`src/rtl/pu_operand_feeder.sv`:
```
// rtl/pu_operand_feeder.sv - operand-pair sequencer feeding process_unit
//
// Purpose:
//   Holds up to DEPTH operand pairs loaded by the layer controller. On start it
//   issues the pairs to process_unit as a/b with one-cycle fetch_enable pulses
//   spaced GAP idle cycles apart, then pulses finish_enable, waits FINISH_LAT
//   cycles and captures sum_in into result with a one-cycle result_valid.
//
// Ports:
//   m_clk          in   1           sole clock, rising edge
//   rst            in   1           synchronous, active-low reset
//   wr_en          in   1           buffer write strobe (honoured only when idle)
//   wr_addr        in   ADDR_W      buffer write address
//   wr_a, wr_b     in   DATA_W      operand pair to store
//   len            in   ADDR_W+1    pairs to issue, sampled with start
//   start          in   1           begin a run (idle only, len != 0)
//   sum_in         in   DATA_W      process_unit sum
//   a, b           out  DATA_W      operands to process_unit
//   fetch_enable   out  1           operand-valid pulse
//   finish_enable  out  1           end-of-vector pulse
//   busy           out  1           run in progress
//   result         out  DATA_W      captured sum, held until the next run ends
//   result_valid   out  1           one-cycle pulse, result is valid

module pu_operand_feeder #(
  parameter int DATA_W     = 16,
  parameter int DEPTH      = 16,
  parameter int ADDR_W     = 4,
  parameter int GAP        = 6,
  parameter int FINISH_LAT = 2
) (
  input  logic              m_clk,
  input  logic              rst,
  input  logic              wr_en,
  input  logic [ADDR_W-1:0] wr_addr,
  input  logic [DATA_W-1:0] wr_a,
  input  logic [DATA_W-1:0] wr_b,
  input  logic [ADDR_W:0]   len,
  input  logic              start,
  input  logic [DATA_W-1:0] sum_in,
  output logic [DATA_W-1:0] a,
  output logic [DATA_W-1:0] b,
  output logic              fetch_enable,
  output logic              finish_enable,
  output logic              busy,
  output logic [DATA_W-1:0] result,
  output logic              result_valid
);

  localparam int CNT_MAX = (GAP > FINISH_LAT) ? GAP : FINISH_LAT;
  localparam int CNT_W   = (CNT_MAX > 1) ? $clog2(CNT_MAX) : 1;
  localparam logic [ADDR_W:0]  DEPTH_L   = (ADDR_W+1)'(DEPTH);
  localparam logic [CNT_W-1:0] GAP_LD    = CNT_W'(GAP - 1);
  localparam logic [CNT_W-1:0] DRAIN_LD  = CNT_W'(FINISH_LAT - 1);

  typedef enum logic [2:0] {
    S_IDLE,
    S_LOAD,
    S_GAP_WAIT,
    S_FINISH,
    S_DRAIN,
    S_DONE
  } state_t;

  // Operand buffer: deliberately not reset so contents survive rst.
  logic [DATA_W-1:0] r_mem_a [DEPTH];
  logic [DATA_W-1:0] r_mem_b [DEPTH];

  state_t            r_state;
  state_t            w_state_nxt;
  logic [ADDR_W:0]   r_idx;
  logic [ADDR_W:0]   r_len;
  logic [CNT_W-1:0]  r_cnt;

  logic [DATA_W-1:0] r_a;
  logic [DATA_W-1:0] r_b;
  logic              r_fetch;
  logic              r_finish;
  logic              r_busy;
  logic [DATA_W-1:0] r_result;
  logic              r_result_valid;

  logic              w_wr_fire;
  logic              w_start_ok;
  logic [ADDR_W:0]   w_len_sat;
  logic [ADDR_W:0]   w_rd_idx;
  logic [ADDR_W-1:0] w_rd_addr;
  logic [DATA_W-1:0] w_rd_a;
  logic [DATA_W-1:0] w_rd_b;
  logic [ADDR_W:0]   w_idx_nxt;
  logic [ADDR_W:0]   w_len_nxt;
  logic [CNT_W-1:0]  w_cnt_nxt;
  logic              w_fetch_nxt;
  logic              w_finish_nxt;
  logic              w_busy_nxt;
  logic              w_result_valid_nxt;
  logic              w_capture;

  assign w_wr_fire  = wr_en && (r_state == S_IDLE) && ({1'b0, wr_addr} < DEPTH_L);
  assign w_start_ok = start && (r_state == S_IDLE) && (len != '0);
  assign w_len_sat  = (len > DEPTH_L) ? DEPTH_L : len;

  always_ff @(posedge m_clk) begin
    if (w_wr_fire) begin
      r_mem_a[wr_addr] <= wr_a;
      r_mem_b[wr_addr] <= wr_b;
    end
  end

  // State register and registered outputs.
  always_ff @(posedge m_clk) begin
    if (!rst) begin
      r_state        <= S_IDLE;
      r_idx          <= '0;
      r_len          <= '0;
      r_cnt          <= '0;
      r_a            <= '0;
      r_b            <= '0;
      r_fetch        <= 1'b0;
      r_finish       <= 1'b0;
      r_busy         <= 1'b0;
      r_result       <= '0;
      r_result_valid <= 1'b0;
    end else begin
      r_state        <= w_state_nxt;
      r_idx          <= w_idx_nxt;
      r_len          <= w_len_nxt;
      r_cnt          <= w_cnt_nxt;
      r_fetch        <= w_fetch_nxt;
      r_finish       <= w_finish_nxt;
      r_busy         <= w_busy_nxt;
      r_result_valid <= w_result_valid_nxt;
      if (w_fetch_nxt) begin
        r_a <= w_rd_a;
        r_b <= w_rd_b;
      end
      if (w_capture) begin
        r_result <= sum_in;
      end
    end
  end

  // Next-state logic.
  always_comb begin
    w_state_nxt = r_state;
    case (r_state)
      S_IDLE: begin
        if (w_start_ok) begin
          w_state_nxt = S_LOAD;
        end
      end
      S_LOAD: begin
        w_state_nxt = S_GAP_WAIT;
      end
      S_GAP_WAIT: begin
        if (r_cnt == '0) begin
          w_state_nxt = (r_idx < r_len) ? S_LOAD : S_FINISH;
        end
      end
      S_FINISH: begin
        w_state_nxt = S_DRAIN;
      end
      S_DRAIN: begin
        if (r_cnt == '0) begin
          w_state_nxt = S_DONE;
        end
      end
      S_DONE: begin
        w_state_nxt = S_IDLE;
      end
      default: begin
        w_state_nxt = S_IDLE;
      end
    endcase
  end

  // Output / datapath next values. Outputs are decoded from the next state so
  // that each pulse is registered and lands in the cycle of the state it marks.
  always_comb begin
    w_fetch_nxt        = (w_state_nxt == S_LOAD);
    w_finish_nxt       = (w_state_nxt == S_FINISH);
    w_busy_nxt         = (w_state_nxt != S_IDLE);
    w_result_valid_nxt = (w_state_nxt == S_DONE);
    w_capture          = (r_state == S_DRAIN) && (w_state_nxt == S_DONE);

    // A run always starts from pair 0, whatever idx was left at.
    w_rd_idx  = (r_state == S_IDLE) ? '0 : r_idx;
    w_rd_addr = w_rd_idx[ADDR_W-1:0];

    // Bypass a write landing on the same edge as start so the run sees it.
    if (w_wr_fire && (wr_addr == w_rd_addr)) begin
      w_rd_a = wr_a;
      w_rd_b = wr_b;
    end else begin
      w_rd_a = r_mem_a[w_rd_addr];
      w_rd_b = r_mem_b[w_rd_addr];
    end

    w_idx_nxt = r_idx;
    if (w_state_nxt == S_LOAD) begin
      w_idx_nxt = w_rd_idx + 1'b1;
    end

    w_len_nxt = r_len;
    if (w_start_ok) begin
      w_len_nxt = w_len_sat;
    end

    w_cnt_nxt = '0;
    case (r_state)
      S_LOAD:     w_cnt_nxt = GAP_LD;
      S_GAP_WAIT: w_cnt_nxt = (r_cnt == '0) ? '0 : r_cnt - 1'b1;
      S_FINISH:   w_cnt_nxt = DRAIN_LD;
      S_DRAIN:    w_cnt_nxt = (r_cnt == '0) ? '0 : r_cnt - 1'b1;
      default:    w_cnt_nxt = '0;
    endcase
  end

  assign a             = r_a;
  assign b             = r_b;
  assign fetch_enable  = r_fetch;
  assign finish_enable = r_finish;
  assign busy          = r_busy;
  assign result        = r_result;
  assign result_valid  = r_result_valid;

endmodule

```
`config.mk`:
```
export PLATFORM = sky130hd
export DESIGN_NAME = pu_operand_feeder
export DESIGN_NICKNAME = d
export VERILOG_FILES = /design/src/rtl/pu_operand_feeder.sv
export SDC_FILE = /design/constraint.sdc
export NUM_CORES = 1
export LEC_CHECK = 0
export ABC_AREA = 0
export CAP_MARGIN = 10
export CORE_MARGIN = 2
export CORE_UTILIZATION = 35
export DETAILED_ROUTE_END_ITERATION = 8
export DONT_BUFFER_PORTS = 1
export PLACE_DENSITY = 0.49
export SYNTH_ARGS = -nofsm -noshare
export SYNTH_HDL_FRONTEND = slang
export SYNTH_SLANG_ARGS = --single-unit
```
`constraint.sdc`:
```
create_clock -name m_clk -period 5.65 [get_ports m_clk]
set_input_delay 0.565 -clock m_clk [delete_from_list [all_inputs] [get_ports m_clk]]
set_output_delay 0.565 -clock m_clk [all_outputs]
set_load 0.01 [all_outputs]
```
==> impl_metrics.tcl, run 1 <==
set metrics [dict create \
    skew_ps 22.6 \
    clock_insertion_delay_worst_skew_ps 600 \
    cts_root_buf "sky130_fd_sc_hd__clkbuf_16" \
    vias 14600 \
    timing.hold.worst_endpoint "r_mem_b[15][10]" \
    numClockSinks 580 \
    synth_largest_area_cell "sky130_fd_sc_hd__edfxtp_1" \
    routed_length_per_placed_instance_um 25.1 \
    irDropWorstVdd_mv 0.228 \
    final_common_cell "sky130_fd_sc_hd__edfxtp_1" \
    globalRoute.totalOverflow 0 \
    floorplan.initialDensity_pct 35.3 \
    wire_length_of_the_first_global_routing_pass_mm 98.1 \
    drive_above_1_share_pct 10.0 \
    post_route_fraction_of_the_period_consumed_by_the_critical_path_pct 60.0 \
    period_needed_ps 3390 \
    timing.critical_path.slowest_stage_cell "sky130_fd_sc_hd__buf_4" \
    clock_tree.buffer_depth 3 \
    most-common-layout-cells "512 x sky130_fd_sc_hd__edfxtp_1, 249 x sky130_fd_sc_hd__nand2_1, 116 x sky130_fd_sc_hd__mux2i_1, 107 x sky130_fd_sc_hd__nand3_1, 104 x sky130_fd_sc_hd__o21ai_0" \
    postSynthRegisterBits 580 \
    cts_made_buffers 66 \
    outcome "finished clean" \
    drtAntennaViolNets 0 \
    startpoint_type "register" \
    hold_violations 0 \
    cts_repair_resize_count 0 \
    synthesis.area_per_instance_sq_um 13.6 \
    timing.setup.critical_path_class "register to register" \
    critical_path.max_stage_delay_ps 550 \
    layout.filler_cells 6156 \
    synth-warning-count 0 \
    worst_max_slew_margin_expressed_relative_to_the_limit_pct 19.6 \
    drc 0 \
    tightest_slew_ps 1200 \
    via_per_instance_ratio 5.53 \
    hold_path_class "input port to register" \
    flip_flop_and_latch_area_sq_um 16700 \
    report.final.setup_viol 0 \
    gr-usage-all-layers_pct 19.1 \
    path_delay_family "simple AND/OR/NAND/NOR gates" \
    portBuffers 0 \
    critPathBufInv 3 \
    antenna_found_initial 2 \
    nets 1779 \
    die_w_um 264 \
    io_pins 113 \
    number_of_synthesized_flops_with_an_enable_pin 512 \
    cts.hold.buffers_added 0 \
    rsz_0062_raised_after_global_routing "false" \
    multi_input_area_sq_um 6410 \
    maximum_number_of_pins_on_one_net_before_global_route_repair 144 \
    critPathMaxFanout 28 \
    ys_seq_area_share_pct 70.9 \
    post_synth_instance_area_sq_um 23600 \
    instance_count_of_the_mapped_netlist 1734 \
    drv_cap 0 \
    drt_pre_antenna_iters 5 \
    core.rowCount 95 \
    report.power.total_w 0.0110 \
    area.growth.synth_to_final_pct 13.2 \
    placed_cells_incl_taps 2518 \
    dp.final_hpwl_mm 35.0 \
    rr_worst_depth 9 \
    dr.first_iter.drc_count 1181 \
    startpoint_of_the_worst_hold_path "wr_b[10]" \
    worstReg2RegStart "r_state[2]" \
    level_count_of_the_clock_h_tree 3 \
    fp.dieArea_sq_um 69600 \
    tritoncts_clock_tree "done" \
    timing.hold.ws_ps 53.3 \
    finalWeightedCongestion 0.756 \
    total_routed_length_mm 66.2 \
    final_core_util_pct 39.9 \
    postSynth.topFlopCell "sky130_fd_sc_hd__edfxtp_1" \
    floorplan.die.height_um 264 \
    critical_path_arrival_ps 3920 \
    p_leak_nw 8.41 \
    reg2reg_to "b[15]" \
    postCtsSetupRepairBufs 0 \
    synth_largest_type_area_fraction_pct 65.1 \
    coreArea_sq_um 66900 \
    synth_cell_types 52 \
    mappedNetlistNets 1800 \
    cp_cell_sequence "nor3_2, buf_4, nand3_1, or3_2, inv_2, buf_4, a31oi_1, nand3_1, a32o_1" \
    synthArstFlopShare_pct 0 \
    vias_in_the_first_global_route 14700 \
    final_cells 2636 \
    timing.final.max_slew_violations 0 \
    cellPowerDensity_nw_per_um2 410 \
    achievable-frequency_mhz 295 \
    cell_depth_of_the_worst_min_delay_path 0 \
    minimum_setup_slack_among_reg_to_reg_paths_ps 2260 \
    worst_ep_required_time_ps 6180 \
    crit_path_end_kind "register" \
    netlist_top_cells_area "sky130_fd_sc_hd__edfxtp_1 65%, sky130_fd_sc_hd__dfxtp_1 5.8%, sky130_fd_sc_hd__mux2i_1 4.9%, sky130_fd_sc_hd__nand2_1 4.0%, sky130_fd_sc_hd__o211ai_1 2.5%" \
    clk_pin_slew_ps 60 \
    timing.setup.tns_ps 0 \
]
-- logic make-up after synthesis --
family                     count (synthesis)  share of synthesized area [%]
AOI/OAI and AO/OA                        384                           11.1
xor gates and xnor gates                   2                         0.0742
adders and majority gates                  5                          0.265
buffers and inverters                    134                           2.55
DFF                                      580                           70.9
muxes                                    131                           5.63
and+or+nand+nor                          498                           9.45
-- worst max path at each step --
stage,from,to,slack (ps),cells past startpoint
after floorplan,r_state[2],r_mem_a[1][0],1800,5
after global placement,r_state[2],b[15],2310,9
after detailed placement,r_state[2],b[15],2290,9
after CTS,r_state[2],b[15],2260,9
after global routing,r_state[2],b[15],2030,9
final,r_state[2],b[15],2260,9
-- Yosys cell counts, types with 6 or more instances --
cell / n
sky130_fd_sc_hd__a311o_1: 15
sky130_fd_sc_hd__clkbuf_1: 62
sky130_fd_sc_hd__o211ai_1: 80
sky130_fd_sc_hd__nand2_1: 249
sky130_fd_sc_hd__mux2_2: 15
sky130_fd_sc_hd__a21oi_1: 43
sky130_fd_sc_hd__o2111ai_1: 16
sky130_fd_sc_hd__o21ai_0: 104
sky130_fd_sc_hd__a32o_1: 17
sky130_fd_sc_hd__a31oi_1: 51
sky130_fd_sc_hd__a211oi_1: 17
sky130_fd_sc_hd__buf_1: 6
sky130_fd_sc_hd__o221ai_1: 15
sky130_fd_sc_hd__buf_4: 6
sky130_fd_sc_hd__nand3_1: 107
sky130_fd_sc_hd__nand2b_1: 38
sky130_fd_sc_hd__buf_2: 48
sky130_fd_sc_hd__edfxtp_1: 512
sky130_fd_sc_hd__nor2_1: 59
sky130_fd_sc_hd__dfxtp_1: 68
sky130_fd_sc_hd__mux2i_1: 116
sky130_fd_sc_hd__a32oi_1: 15
sky130_fd_sc_hd__nor2b_1: 16
-- sequential cells by signal, summed over array words and instances (netlist names), 5 cells and up --
name	flops
result	16
r_idx	5
a	16
r_mem_b	256
r_len	5
b	16
r_mem_a	256
-- report_power, final --
part / internal [W] / switching (W)
sequential: 0.00488 / 0.000248
clock: 0.00251 / 0.00170
combinational: 0.000510 / 0.00110
total: 0.00791 / 0.00305
-- routing by layer --
layer  vias to the layer above  wire length (um)  track usage [%]
met1                      7388             28600             24.9
met5                         -                27                0
met4                         4              1670             5.95
met2                       473             31000             30.7
met3                       104              4940             5.36
li1                       6618                 -                -
-- cell type report --
class                           instances  area share [%]
Clock buffer                           92            6.89
Tap cell                              873            4.09
Inverter                                9           0.126
Multi-Input combinational cell       1020            24.0
Sequential cell                       580            62.7
Timing Repair Buffer                   36            1.15
Clock inverter                         25            1.08
Antenna cell                            1         0.00936
-- per-stage QoR --
stage | cell area, sq um | setup slack, ps
after floorplan | 23600 | 1800
after global placement | 24600 | 2310
after detailed placement | 24600 | 2290
after CTS | 26700 | 2260
after global routing | 26700 | 2030
final | 26700 | 2260
(Power assumes the default switching activity.)
==> inputs of run 2 (changes only) <==
Settings changed: PLACE_DENSITY 0.49 to 0.51.
Clock period 5.65 ns to 2.71 ns, I/O delays scaled along.
==> impl_metrics.tcl, run 2 (synthesis gave the netlist of run 1 again) <==
set metrics [dict create \
    maximum_number_of_pins_on_one_net_before_global_route_repair 73 \
    worst_max_slew_margin_expressed_relative_to_the_limit_pct 53.9 \
    period_needed_ps 2430 \
    coreArea_sq_um 66900 \
    p_leak_nw 8.87 \
    numClockSinks 580 \
    nets 1868 \
    floorplan.initialDensity_pct 35.3 \
    irDropWorstVdd_mv 0.536 \
    drc 2 \
    die_w_um 264 \
    wire_length_of_the_first_global_routing_pass_mm 97.2 \
    core.rowCount 95 \
    vias 14900 \
    area.growth.synth_to_final_pct 17.7 \
    critical_path.max_stage_delay_ps 570 \
    rsz_0062_raised_after_global_routing "false" \
    crit_path_end_kind "register" \
    worst-path-stages 7 \
    final_common_cell "sky130_fd_sc_hd__edfxtp_1" \
    gr-usage-all-layers_pct 18.4 \
    outcome "complete, but fails checks" \
    post-route-cell-area_sq_um 27800 \
    violations "DRC" \
    cell_depth_of_the_worst_min_delay_path 2 \
    postPlaceCellArea_sq_um 25200 \
    skew_ps 24.3 \
    path_delay_family "simple AND/OR/NAND/NOR gates" \
    cts_repair_resize_count 0 \
    vias_in_the_first_global_route 15000 \
    portBuffers 0 \
    drtAntennaViolNets 0 \
    dr.first_iter.drc_count 1195 \
    power.net_switching_w 0.00634 \
    rr_worst_depth 7 \
    cts_made_buffers 61 \
    most-common-layout-cells "512 x sky130_fd_sc_hd__edfxtp_1, 249 x sky130_fd_sc_hd__nand2_1, 116 x sky130_fd_sc_hd__mux2i_1, 107 x sky130_fd_sc_hd__nand3_1, 104 x sky130_fd_sc_hd__o21ai_0" \
    cp_cell_sequence "buf_4, or3_1, or2_2, nor3b_1, dlygate4sd3_1, a21oi_1, nor2_1" \
    fp.dieArea_sq_um 69600 \
    clk_pin_slew_ps 60 \
    cts_root_buf "sky130_fd_sc_hd__clkbuf_16" \
    achievable-frequency_mhz 411 \
    level_count_of_the_clock_h_tree 2 \
    timing.setup.critical_path_class "register to register" \
    antenna_found_initial 3 \
    report.final.setup_viol 0 \
    worst_ep_required_time_ps 3260 \
    drv_cap 0 \
    critPathMaxFanout 11 \
    clock_tree.buffer_depth 3 \
    power.share.combinational_pct 16.5 \
    timing.setup.tns_ps 0 \
    timing.critical_path.slowest_stage_cell "sky130_fd_sc_hd__dlygate4sd3_1" \
    critical_path_arrival_ps 2980 \
    drt_pre_antenna_iters 9 \
    seqPwrFrac_pct 47.3 \
    total_routed_length_mm 64.1 \
    dp.final_hpwl_mm 35.8 \
    postCtsSetupRepairBufs 0 \
    tritoncts_clock_tree "done" \
    globalRoute.totalOverflow 0 \
    cellPowerDensity_nw_per_um2 814 \
    critPathBufInv 2 \
    floorplan.die.height_um 264 \
    drive_above_1_share_pct 11.2 \
    clock_insertion_delay_worst_skew_ps 630 \
    finalWeightedCongestion 0.785 \
    hold_violations 0 \
    clock_network_fraction_of_total_power_pct 36.2 \
    routed_length_per_placed_instance_um 23.5 \
    hold_path_class "input port to register" \
    p_int_w 0.0163 \
    layout_top_registers "r_mem_a: 256 flops, r_mem_b: 256 flops" \
    io_pins 113 \
    timing.final.max_slew_violations 0 \
    tightest_slew_ps 690 \
    startpoint_type "register" \
    post_route_fraction_of_the_period_consumed_by_the_critical_path_pct 89.7 \
    cts.hold.buffers_added 59 \
    power.share.switching_pct 28.0 \
    via_per_instance_ratio 5.45 \
]
==> run 2: area by class of cell <==
cell class	count	area, sq um
fillers	6074	39100
clock inverters	31	312
repair buffers	130	1520
multi-input cells	1020	6430
flip-flops and latches	580	16700
well taps	873	1090
inverters	9	33.8
diodes	1	2.50
clock buffers	82	1650
==> run 2: path summary, 6_finish.rpt <==
check	from	to	slack, ps
max	r_state[1]	r_len[2]	280
min	wr_addr[2]	r_mem_a[1][15]	70
max reg2reg	r_state[1]	r_len[2]	280
min reg2reg	r_len[3]	r_len[3]	470
==> run 2: power groups by stage <==
stage	registers (W)	clock network, W	logic (W)
finish	0.0107	0.00819	0.00374
global route	0.0107	0.00876	0.00413
CTS	0.0107	0.00841	0.00377
detailed placement	0.0109	0	0.00355
global placement	0.0109	0	0.00352
floorplan	0.0106	0	0.00248
==> run 2: per-layer routing <==
layer,track usage [%],routed length (um),vias up
met5,0,18,-
met4,4.80,1350,4
met3,3.69,4120,96
met2,29.0,29000,465
met1,26.1,29700,7495
li1,-,-,6806
==> run 2: metrics by stage <==
step | setup slack (ps) | util (%) | hold WS, ps | total power, W | instances
2_1_floorplan | -297 | - | 370 | 0.0131 | 1734
3_3_place_gp | 411 | 37.7 | 371 | 0.0144 | 2553
3_5_place_dp | 347 | 37.7 | 370 | 0.0144 | 2553
4_1_cts | 315 | 41.5 | 30.3 | 0.0229 | 2725
5_1_grt | 180 | 41.5 | 43.1 | 0.0236 | 2725
6_report | 280 | 41.5 | 65.4 | 0.0226 | 2726
==> run 2: worst register-to-register path, stage by stage (launching register included) <==
cell	delay [ps]
sky130_fd_sc_hd__dfxtp_1	350
sky130_fd_sc_hd__buf_4	210
sky130_fd_sc_hd__or3_1	490
sky130_fd_sc_hd__or2_2	430
sky130_fd_sc_hd__nor3b_1	200
sky130_fd_sc_hd__dlygate4sd3_1	570
sky130_fd_sc_hd__a21oi_1	40
sky130_fd_sc_hd__nor2_1	90
==> inputs of run 3 (changes only) <==
Settings changed: PLACE_DENSITY 0.51 to 0.48.
==> impl_metrics.tcl, run 3 (synthesis gave the netlist of run 1 again) <==
set metrics [dict create \
    drtAntennaViolNets 0 \
    hold_path_class "input port to register" \
    worst_max_slew_margin_expressed_relative_to_the_limit_pct 48.0 \
    path_delay_family "simple AND/OR/NAND/NOR gates" \
    maximum_number_of_pins_on_one_net_before_global_route_repair 53 \
    p_leak_nw 8.99 \
    coreArea_sq_um 66900 \
    worst_ep_required_time_ps 3180 \
    most-common-layout-cells "512 x sky130_fd_sc_hd__edfxtp_1, 249 x sky130_fd_sc_hd__nand2_1, 116 x sky130_fd_sc_hd__mux2i_1, 107 x sky130_fd_sc_hd__nand3_1, 104 x sky130_fd_sc_hd__o21ai_0" \
    critPathMaxFanout 29 \
    finalWeightedCongestion 0.733 \
    floorplan.die.height_um 264 \
    drive_above_1_share_pct 12.1 \
    globalRoute.totalOverflow 0 \
    final_common_cell "sky130_fd_sc_hd__edfxtp_1" \
    antenna_found_initial 4 \
    vias_in_the_first_global_route 14800 \
    dr.first_iter.drc_count 1278 \
    timing.critical_path.slowest_stage_cell "sky130_fd_sc_hd__or3_2" \
    clk_pin_slew_ps 60 \
    cts_made_buffers 66 \
    crit_path_end_kind "register" \
    clock_insertion_delay_worst_skew_ps 610 \
    die_w_um 264 \
    portBuffers 0 \
    report.power.total_w 0.0232 \
    area.growth.synth_to_final_pct 18.5 \
    timing.setup.critical_path_class "register to register" \
    layout_top_registers "r_mem_a: 256 flops, r_mem_b: 256 flops" \
    clock_tree.buffer_depth 3 \
    level_count_of_the_clock_h_tree 3 \
    timing.setup.tns_ps 0 \
    nets 1881 \
    routed_length_per_placed_instance_um 24.2 \
    post_route_fraction_of_the_period_consumed_by_the_critical_path_pct 91.3 \
    drt_pre_antenna_iters 6 \
    timing.final.max_slew_violations 0 \
    outcome "finished clean" \
    post-route-cell-area_sq_um 28000 \
    path_common_cell "sky130_fd_sc_hd__buf_4" \
    drc 0 \
    dp.final_hpwl_mm 37.4 \
    rsz_0062_raised_after_global_routing "false" \
    hold_violations 0 \
    wire_length_of_the_first_global_routing_pass_mm 99.0 \
    period_needed_ps 2470 \
    via_per_instance_ratio 5.47 \
    total_routed_length_mm 66.2 \
    vias 15000 \
    io_pins 113 \
    postPlaceCellArea_sq_um 25300 \
    report.final.setup_viol 0 \
    critical_path_arrival_ps 2950 \
    tritoncts_clock_tree "done" \
    fp.dieArea_sq_um 69600 \
    achievable-frequency_mhz 404 \
    cp_cell_sequence "nor3_2, buf_4, nand3_1, or3_2, buf_4, o21ai_0, nor2_1, a32o_1" \
    critPathBufInv 2 \
    cts_root_buf "sky130_fd_sc_hd__clkbuf_16" \
    numClockSinks 580 \
    tightest_slew_ps 777 \
    core.rowCount 95 \
    postCtsSetupRepairBufs 0 \
    floorplan.initialDensity_pct 35.3 \
    skew_ps 26.2 \
    cellPowerDensity_nw_per_um2 830 \
    drv_cap 0 \
    critical_path.max_stage_delay_ps 530 \
    gr-usage-all-layers_pct 19.0 \
    startpoint_type "register" \
    irDropWorstVdd_mv 0.471 \
]
==> run 3: changes by cell type in the layout (fill, tap and decap cells not counted), sizes merged <==
cell	before	now
clkinv	20	21
inv	12	11
clkbuf	82	89
buf	72	80
clkinvlp	3	2
bufinv	5	4
==> run 3: worst register-to-register path: stages, from the launching register on <==
cell and delay (ps):
sky130_fd_sc_hd__dfxtp_1 440, sky130_fd_sc_hd__nor3_2 270, sky130_fd_sc_hd__buf_4 210, sky130_fd_sc_hd__nand3_1 110, sky130_fd_sc_hd__or3_2 530, sky130_fd_sc_hd__buf_4 320
sky130_fd_sc_hd__o21ai_0 220, sky130_fd_sc_hd__nor2_1 50, sky130_fd_sc_hd__a32o_1 210
==> run 3: timing repair <==
| item | in CTS | in global routing |
|---|---|---|
| gates resized for setup | 0 | 0 |
| hold buffers | 59 | 0 |
| hold endpoints to repair | 568 | 0 |
==> run 3: stage by stage <==
step / hold slack, ps / utilization (%) / setup WS, ps / std cells
after floorplan: 370 / - / -297 / 1734
after global placement: 371 / 37.7 / 351 / 2561
after detailed placement: 371 / 37.7 / 286 / 2561
after CTS: 25.1 / 41.8 / 259 / 2738
after global routing: 41.3 / 41.8 / 78.9 / 2738
final: 57.1 / 41.8 / 236 / 2739
==> run 3: area by class of cell <==
type	instances	area, sq um
flip-flops and latches	580	16700
inverters	9	35.0
multi-input cells	1020	6430
clock buffers	89	1820
clock inverters	29	302
repair buffers	138	1560
well taps	873	1090
fillers	6115	38900
diodes	1	2.50
==> run 3: final timing paths <==
path              start        to  slack [ps]  cells past startpoint
max          r_state[2]      a[9]         240                      8
min                 rst      a[1]          60                      3
max reg2reg  r_state[2]      a[9]         240                      8
min reg2reg    r_len[3]  r_len[3]         460                      2
==> run 3: per-layer routing <==
layer / GRT usage, % / vias to the layer above / wire (um)
li1: - / 6831 / -
met1: 25.8 / 7670 / 29900
met2: 30.9 / 404 / 31200
met3: 4.42 / 73 / 4060
met4: 4.56 / 6 / 1070
met5: 0 / - / 37
==> run 3: power by group <==
part / internal, W / leakage (nW) / switching [W]
Combinational: 0.00139 / 2.78 / 0.00237
Clock: 0.00513 / 1.04 / 0.00361
Sequential: 0.0102 / 5.17 / 0.000543
Total: 0.0167 / 8.99 / 0.00653
